[src/rtl/spi_reg_slave.sv]
// SPI register slave: synchronised SPI front end, command/data FSM and a
// register file with a local write port. Register 0 is the read-only DEVID.
module spi_reg_slave #(
  parameter int                DATA_W = 8,
  parameter int                CPOL   = 0,
  parameter int                CPHA   = 0,
  parameter logic [DATA_W-1:0] DEVID  = DATA_W'(8'hE5)
) (
  input  logic              CLK,
  input  logic              RST_N,
  input  logic              SCK,
  input  logic              MOSI,
  input  logic              CS,
  output logic              MISO,
  output logic              MISO_OE,
  input  logic              LOC_WE,
  input  logic [DATA_W-3:0] LOC_ADDR,
  input  logic [DATA_W-1:0] LOC_WDATA,
  output logic              WR_VALID,
  output logic [DATA_W-3:0] WR_ADDR,
  output logic [DATA_W-1:0] WR_DATA,
  output logic              BUSY
);
  localparam int ADDR_W   = DATA_W - 2;
  localparam int NUM_REGS = 2 ** ADDR_W;
  localparam int CNT_W    = $clog2(DATA_W);
  localparam logic [CNT_W-1:0] LAST_BIT = CNT_W'(DATA_W - 1);
  localparam logic [2:0]       SCK_IDLE = (CPOL != 0) ? 3'b111 : 3'b000;

  typedef enum logic [1:0] {IDLE, CMD, DATA} state_e;
  state_e state_q, state_d;

  logic [2:0]        sck_s_q, sck_s_d;
  logic [1:0]        mosi_s_q, mosi_s_d;
  logic [1:0]        cs_s_q, cs_s_d;
  logic [1:0]        sync_vld_q, sync_vld_d;
  logic              arm_q, arm_d;
  logic [CNT_W-1:0]  bit_cnt_q, bit_cnt_d;
  logic [DATA_W-1:0] rx_q, rx_d;
  logic [DATA_W-1:0] tx_q, tx_d;
  logic              rw_q, rw_d;
  logic              mb_q, mb_d;
  logic              first_q, first_d;
  logic [ADDR_W-1:0] addr_q, addr_d;
  logic              wr_valid_q, wr_valid_d;
  logic [ADDR_W-1:0] wr_addr_q, wr_addr_d;
  logic [DATA_W-1:0] wr_data_q, wr_data_d;
  logic [DATA_W-1:0] regs_q [NUM_REGS];
  logic [DATA_W-1:0] regs_d [NUM_REGS];

  logic              cs_act, sck_rise, sck_fall, samp_edge, shift_edge;
  logic              word_done, active, cmd_done, data_done, spi_we;
  logic [DATA_W-1:0] word;
  logic [ADDR_W-1:0] cmd_addr, addr_inc;

  // Synchronisers and edge detection
  always_comb begin
    sck_s_d    = {sck_s_q[1:0], SCK};
    mosi_s_d   = {mosi_s_q[0], MOSI};
    cs_s_d     = {cs_s_q[0], CS};
    sync_vld_d = {sync_vld_q[0], 1'b1};
    // Only a CS seen high after reset may open a transaction
    arm_d      = arm_q | (sync_vld_q[1] & cs_s_q[1]);
  end

  assign cs_act     = ~cs_s_q[1];
  assign sck_rise   = sck_s_q[1] & ~sck_s_q[2];
  assign sck_fall   = ~sck_s_q[1] & sck_s_q[2];
  assign samp_edge  = ((CPOL == 0) == (CPHA == 0)) ? sck_rise : sck_fall;
  assign shift_edge = ((CPOL == 0) == (CPHA == 0)) ? sck_fall : sck_rise;
  assign word_done  = samp_edge && (bit_cnt_q == LAST_BIT);
  assign word       = {rx_q[DATA_W-2:0], mosi_s_q[1]};
  assign cmd_addr   = word[ADDR_W-1:0];
  assign addr_inc   = addr_q + ADDR_W'(1);

  // FSM: state register
  always_ff @(posedge CLK or negedge RST_N) begin
    if (!RST_N) state_q <= IDLE;
    else        state_q <= state_d;
  end

  // FSM: next state
  always_comb begin
    state_d = state_q;
    if (!cs_act) begin
      state_d = IDLE;
    end else begin
      case (state_q)
        IDLE:    if (arm_q) state_d = CMD;
        CMD:     if (word_done) state_d = DATA;
        DATA:    state_d = DATA;
        default: state_d = IDLE;
      endcase
    end
  end

  // FSM: outputs
  always_comb begin
    active    = 1'b0;
    cmd_done  = 1'b0;
    data_done = 1'b0;
    if (cs_act && state_q != IDLE) begin
      active    = 1'b1;
      cmd_done  = (state_q == CMD) && word_done;
      data_done = (state_q == DATA) && word_done;
    end
  end

  // Shift registers, command decode and address tracking
  always_comb begin
    bit_cnt_d = bit_cnt_q;
    rx_d      = rx_q;
    tx_d      = tx_q;
    rw_d      = rw_q;
    mb_d      = mb_q;
    first_d   = first_q;
    addr_d    = addr_q;
    spi_we    = 1'b0;
    if (!active) begin
      bit_cnt_d = '0;
      rx_d      = '0;
      tx_d      = '0;
    end else begin
      if (samp_edge) begin
        rx_d      = word;
        bit_cnt_d = (bit_cnt_q == LAST_BIT) ? '0 : bit_cnt_q + CNT_W'(1);
      end
      // The MSB of each word is placed by the load, so the first shift edge is skipped
      if (shift_edge && bit_cnt_q != '0) tx_d = {tx_q[DATA_W-2:0], 1'b0};
      if (cmd_done) begin
        rw_d    = word[DATA_W-1];
        mb_d    = word[DATA_W-2];
        addr_d  = cmd_addr;
        first_d = 1'b1;
        tx_d    = word[DATA_W-1] ? regs_q[cmd_addr] : '0;
      end
      if (data_done) begin
        first_d = 1'b0;
        if (mb_q) addr_d = addr_inc;
        spi_we  = !rw_q && (mb_q || first_q) && (addr_q != '0);
        tx_d    = (rw_q && mb_q) ? regs_q[addr_inc] : '0;
      end
    end
  end

  // Register file: SPI write is applied last so it wins an address collision
  always_comb begin
    regs_d = regs_q;
    if (LOC_WE && LOC_ADDR != '0) regs_d[LOC_ADDR] = LOC_WDATA;
    if (spi_we) regs_d[addr_q] = word;
    regs_d[0]  = DEVID;
    wr_valid_d = spi_we;
    wr_addr_d  = spi_we ? addr_q : wr_addr_q;
    wr_data_d  = spi_we ? word : wr_data_q;
  end

  always_ff @(posedge CLK or negedge RST_N) begin
    if (!RST_N) begin
      sck_s_q    <= SCK_IDLE;
      mosi_s_q   <= '0;
      cs_s_q     <= '1;
      sync_vld_q <= '0;
      arm_q      <= 1'b0;
      bit_cnt_q  <= '0;
      rx_q       <= '0;
      tx_q       <= '0;
      rw_q       <= 1'b0;
      mb_q       <= 1'b0;
      first_q    <= 1'b0;
      addr_q     <= '0;
      wr_valid_q <= 1'b0;
      wr_addr_q  <= '0;
      wr_data_q  <= '0;
      for (int i = 0; i < NUM_REGS; i++) regs_q[i] <= (i == 0) ? DEVID : '0;
    end else begin
      sck_s_q    <= sck_s_d;
      mosi_s_q   <= mosi_s_d;
      cs_s_q     <= cs_s_d;
      sync_vld_q <= sync_vld_d;
      arm_q      <= arm_d;
      bit_cnt_q  <= bit_cnt_d;
      rx_q       <= rx_d;
      tx_q       <= tx_d;
      rw_q       <= rw_d;
      mb_q       <= mb_d;
      first_q    <= first_d;
      addr_q     <= addr_d;
      wr_valid_q <= wr_valid_d;
      wr_addr_q  <= wr_addr_d;
      wr_data_q  <= wr_data_d;
      regs_q     <= regs_d;
    end
  end

  assign MISO     = tx_q[DATA_W-1] & cs_act;
  assign MISO_OE  = cs_act;
  assign BUSY     = cs_act;
  assign WR_VALID = wr_valid_q;
  assign WR_ADDR  = wr_addr_q;
  assign WR_DATA  = wr_data_q;

endmodule

[config.mk]
export PLATFORM = sky130hd
export DESIGN_NAME = spi_reg_slave
export DESIGN_NICKNAME = d
export VERILOG_FILES = /design/src/rtl/spi_reg_slave.sv
export SDC_FILE = /design/constraint.sdc
export NUM_CORES = 2
export LEC_CHECK = 0
export ABC_AREA = 0
export BUFFER_PORTS_ARGS = -buffer_cell sky130_fd_sc_hd__buf_2
export CELL_PAD_IN_SITES_DETAIL_PLACEMENT = 0
export CELL_PAD_IN_SITES_GLOBAL_PLACEMENT = 1
export CORE_UTILIZATION = 53
export CTS_BUF_LIST = sky130_fd_sc_hd__clkbuf_8
export DETAILED_ROUTE_END_ITERATION = 7
export HOLD_SLACK_MARGIN = 0.12
export PLACE_DENSITY_LB_ADDON = 0.1
export SLEW_MARGIN = 10
export SYNTH_ARGS = -nofsm -noshare
export SYNTH_HDL_FRONTEND = slang
export SYNTH_SLANG_ARGS = --single-unit
[constraint.sdc]
create_clock -name CLK -period 3.8 [get_ports CLK]
set_input_delay 0.76 -clock CLK [delete_from_list [all_inputs] [get_ports CLK]]
set_output_delay 0.76 -clock CLK [all_outputs]
set_load 0.05 [all_outputs]
==> flow_summary.yaml <==
die:
  core_mm2: 0.0635
  rows: 92
  die_area_mm2: 0.0658
  die_x_um: 257
  start_util_pct: 54.1
  die_h_um: 257
  num_io_pins: 38
clocking:
  clk_pin_slew_worst_paths_ns: 0.06
  h-tree-depth: 3
  cts_resized: 0
  cts_tree: "done"
  clkSinkCount: 558
  cts_buffers: 101
  cts_hold_buf: 3
  insertion_delay_ns: 0.73
  cts_root_buf: "clkbuf_8"
  cts_buffer_depth: 3
  postCtsSetupBuffers: 0
route:
  routed_wl_mm: 126
  initialDrtViolationCount: 3671
  num_vias: 28600
  wl_per_cell_um: 29.5
  first_pass_iters: 6
  viasPerCell: 6.67
  route.detailed.drc: 0
  ant_nets: 0
logic_synthesis:
  synth_nets: 3346
  ys_types: 62
  synth-seq-cells: 558
  synth_enable_flop_cells: 0
  ys_seq_area_share_pct: 40.7
  ys_async_sr_fraction_pct: 100
  synth_ff_type: "dfrtp_1"
  yosys_warnings: 0
  syn_area_mm2: 0.0344
  syn_area_per_cell_um2: 10.4
  syn_inst: 3317
power:
  p_leak_nw: 16.6
  vdd_ir_drop_max_v: 0.000351
  powerDensity_mw_per_mm2: 416
finish:
  final_common_cell: "mux2i_1"
  final-seq-area_mm2: 0.0140
  instances_no_fill: 4284
  nFillCells: 5348
  areaGrowthSynthToFinish_pct: 11.9
  nets: 3383
  final_cell_mix: "mux2i_1 (551), dfrtp_1 (547), nor2_1 (511)"
  drive_above_1_share_pct: 20.6
  multi_input_area_mm2: 0.0192
place:
  io_buffers: 37
  hpwl_mm: 83.6
  gp_congestion: 0.979
  dp_cells: 4094
timing:
  drv_slew: 0
  clock_skew_ns: 0.0297
  fin_tns_setup_ns: 0
  finalCriticalPeriod_ns: 3.57
  rsz0062_at_grt: "false"
  max_freq_ghz: 0.280
  hold_viol_final: 0
  fin_crit_sh_pct: 94.0
  tightest_slew_ns: 1.13
  slew_headroom_pct: 24.5
  setup_viol: 0
critical_path:
  end_kind: "register"
  cp_max_fo: 16
  crit_type: "reg -> reg"
  cp_slowest_cell: "or4_1"
  crit_start: "bit_cnt_q[0]"
  crit_top_cell: "ha_1"
  worst-endpoint-arrival_ns: 4.14
  cp_slowest_stage_delay_ns: 0.74
  start_kind: "register"
  path_cells: "ha_1 > ha_1 > nand4b_1 > or4_1 > nor3_2 > nand2_1 > nor2_1 > a21oi_1"
  worstPathRequired_ns: 4.36
  reg2reg_from: "bit_cnt_q[0]"
global_routing:
  antenna_found_initial: 4
  grtUsageTotal_pct: 38.5
  grt_pass1_vias: 27800
  grt_max_degree: 121
  grt_overflow_total: 0
  grt_pass1_wl_mm: 188
worst_hold_path:
  hold_path_class: "in -> reg"
  min_from: "SCK"
outcome:
  status: "complete, no violations"
flow_run:
  cap_violations: 0
power breakdown:
group / internal, mW / total [mW] / switching (mW)
registers: 6.67 / 7.33 / 0.659
clock network: 3.36 / 6.09 / 2.73
logic: 1.28 / 2.59 / 1.31
sequential cells by signal, summed over array words and instances, names as in the netlist, 3 cells and up:
register and flops:
WR_ADDR 6, WR_DATA 8, addr_q 6, bit_cnt_q 3, regs_q 504, rx_q 7, sck_s_q 3, tx_q 8
worst max-delay path: cells and delay by family (launching register included):
kind | cells | cell delay, ns
compound gates | 1 | 0.06
simple gates | 5 | 2.58
fa+ha+maj | 2 | 0.38
flops | 1 | 0.39
logic make-up (layout without fill, tap and decap cells):
kind of cell	after synthesis	after routing	synth area share (%)
AOI/OAI and AO/OA	641	641	10.1
adders and majority gates	9	9	0.328
buffers and inverters	318	437	3.71
DFF	558	558	40.7
other	1	3	0.0109
and+or+nand+nor	952	952	11.5
xor gates and xnor gates	8	8	0.204
muxes	830	830	33.5
stage by stage:
step / hold WS (ns) / power [mW] / utilization (%) / setup slack [ns] / instance area, um2
6_report: 0.155 / 16.0 / 60.5 / 0.229 / 38400
5_1_grt: 0.159 / 16.6 / 60.5 / 0.0107 / 38400
4_1_cts: 0.121 / 16.0 / 60.5 / 0.392 / 38400
3_5_place_dp: 0.346 / 9.93 / 57.0 / 0.417 / 36200
3_3_place_gp: 0.340 / 9.80 / 57.0 / 0.515 / 36200
2_1_floorplan: 0.331 / 8.91 / - / 0.556 / 34400
metal layers:
metal,wire length [um],vias to the layer above,global-route usage [%]
met4,5030,4,15.5
met2,56800,1720,57.5
met3,12700,306,8.59
li1,-,12200,-
met5,27,-,0
met1,51600,14400,54.6
synth_stat cells (3+ instances only):
master       n  area [um2]
nor3_2       4        40.0
a221oi_1     7        61.3
nor3b_1      3        22.5
or2_2        6        37.5
nand2_1    292        1100
a2bb2oi_1    3        26.3
o211ai_1     7        52.6
xor2_1       3        26.3
nor2b_1      8        50.1
and3_1      11        68.8
a22oi_1      5        37.5
o21ai_0     83         415
nand2b_1    13        81.3
nor2_1     512        1920
nor3_1      11        55.1
a32oi_1      7        61.3
clkbuf_1   227         852
and3b_1      3        26.3
a2111oi_0    3        26.3
a211oi_1     3        22.5
nand2_2      3        18.8
inv_1       16        60.1
nand3b_1     4        30.0
mux4_2     253        5700
xnor2_1      5        43.8
nand3_1     45         225
o2111ai_1   10        87.6
mux2_2      26         293
buf_1       28         105
a31oi_1      8        50.1
o22ai_1     16         100
o21a_1       3        22.5
nand4_1     23         144
mux2i_1    551        5520
ha_1         9         113
a21oi_1    469        2350
o221ai_1     5        43.8
buf_2       37         185
buf_4        9        67.6
dfrtp_1    556       13900
nor4_2       5        62.6
area by class of cell:
class | instances | area share [%]
multi-input combinational | 2441 | 49.9
sequential | 558 | 36.4
timing repair buffer | 235 | 5.11
clock buffer | 138 | 4.94
tap | 846 | 2.75
clock inverter | 47 | 0.690
inverter | 17 | 0.166
antenna | 2 | 0.0130
path summary, 6_finish.rpt:
kind | endpoint | cells past startpoint | slack [ns]
setup / recovery | regs_q[346] | 8 | 0.23
hold / removal | sck_s_q[0] | 1 | 0.16
setup reg to reg | regs_q[346] | 8 | 0.23
hold reg to reg | mosi_s_q[1] | 0 | 0.35
max in group asynchronous | rx_q[3] | 3 | 2.20
min in group asynchronous | regs_q[476] | 2 | 0.53
No activity file was read; power rests on OpenSTA's default activity.
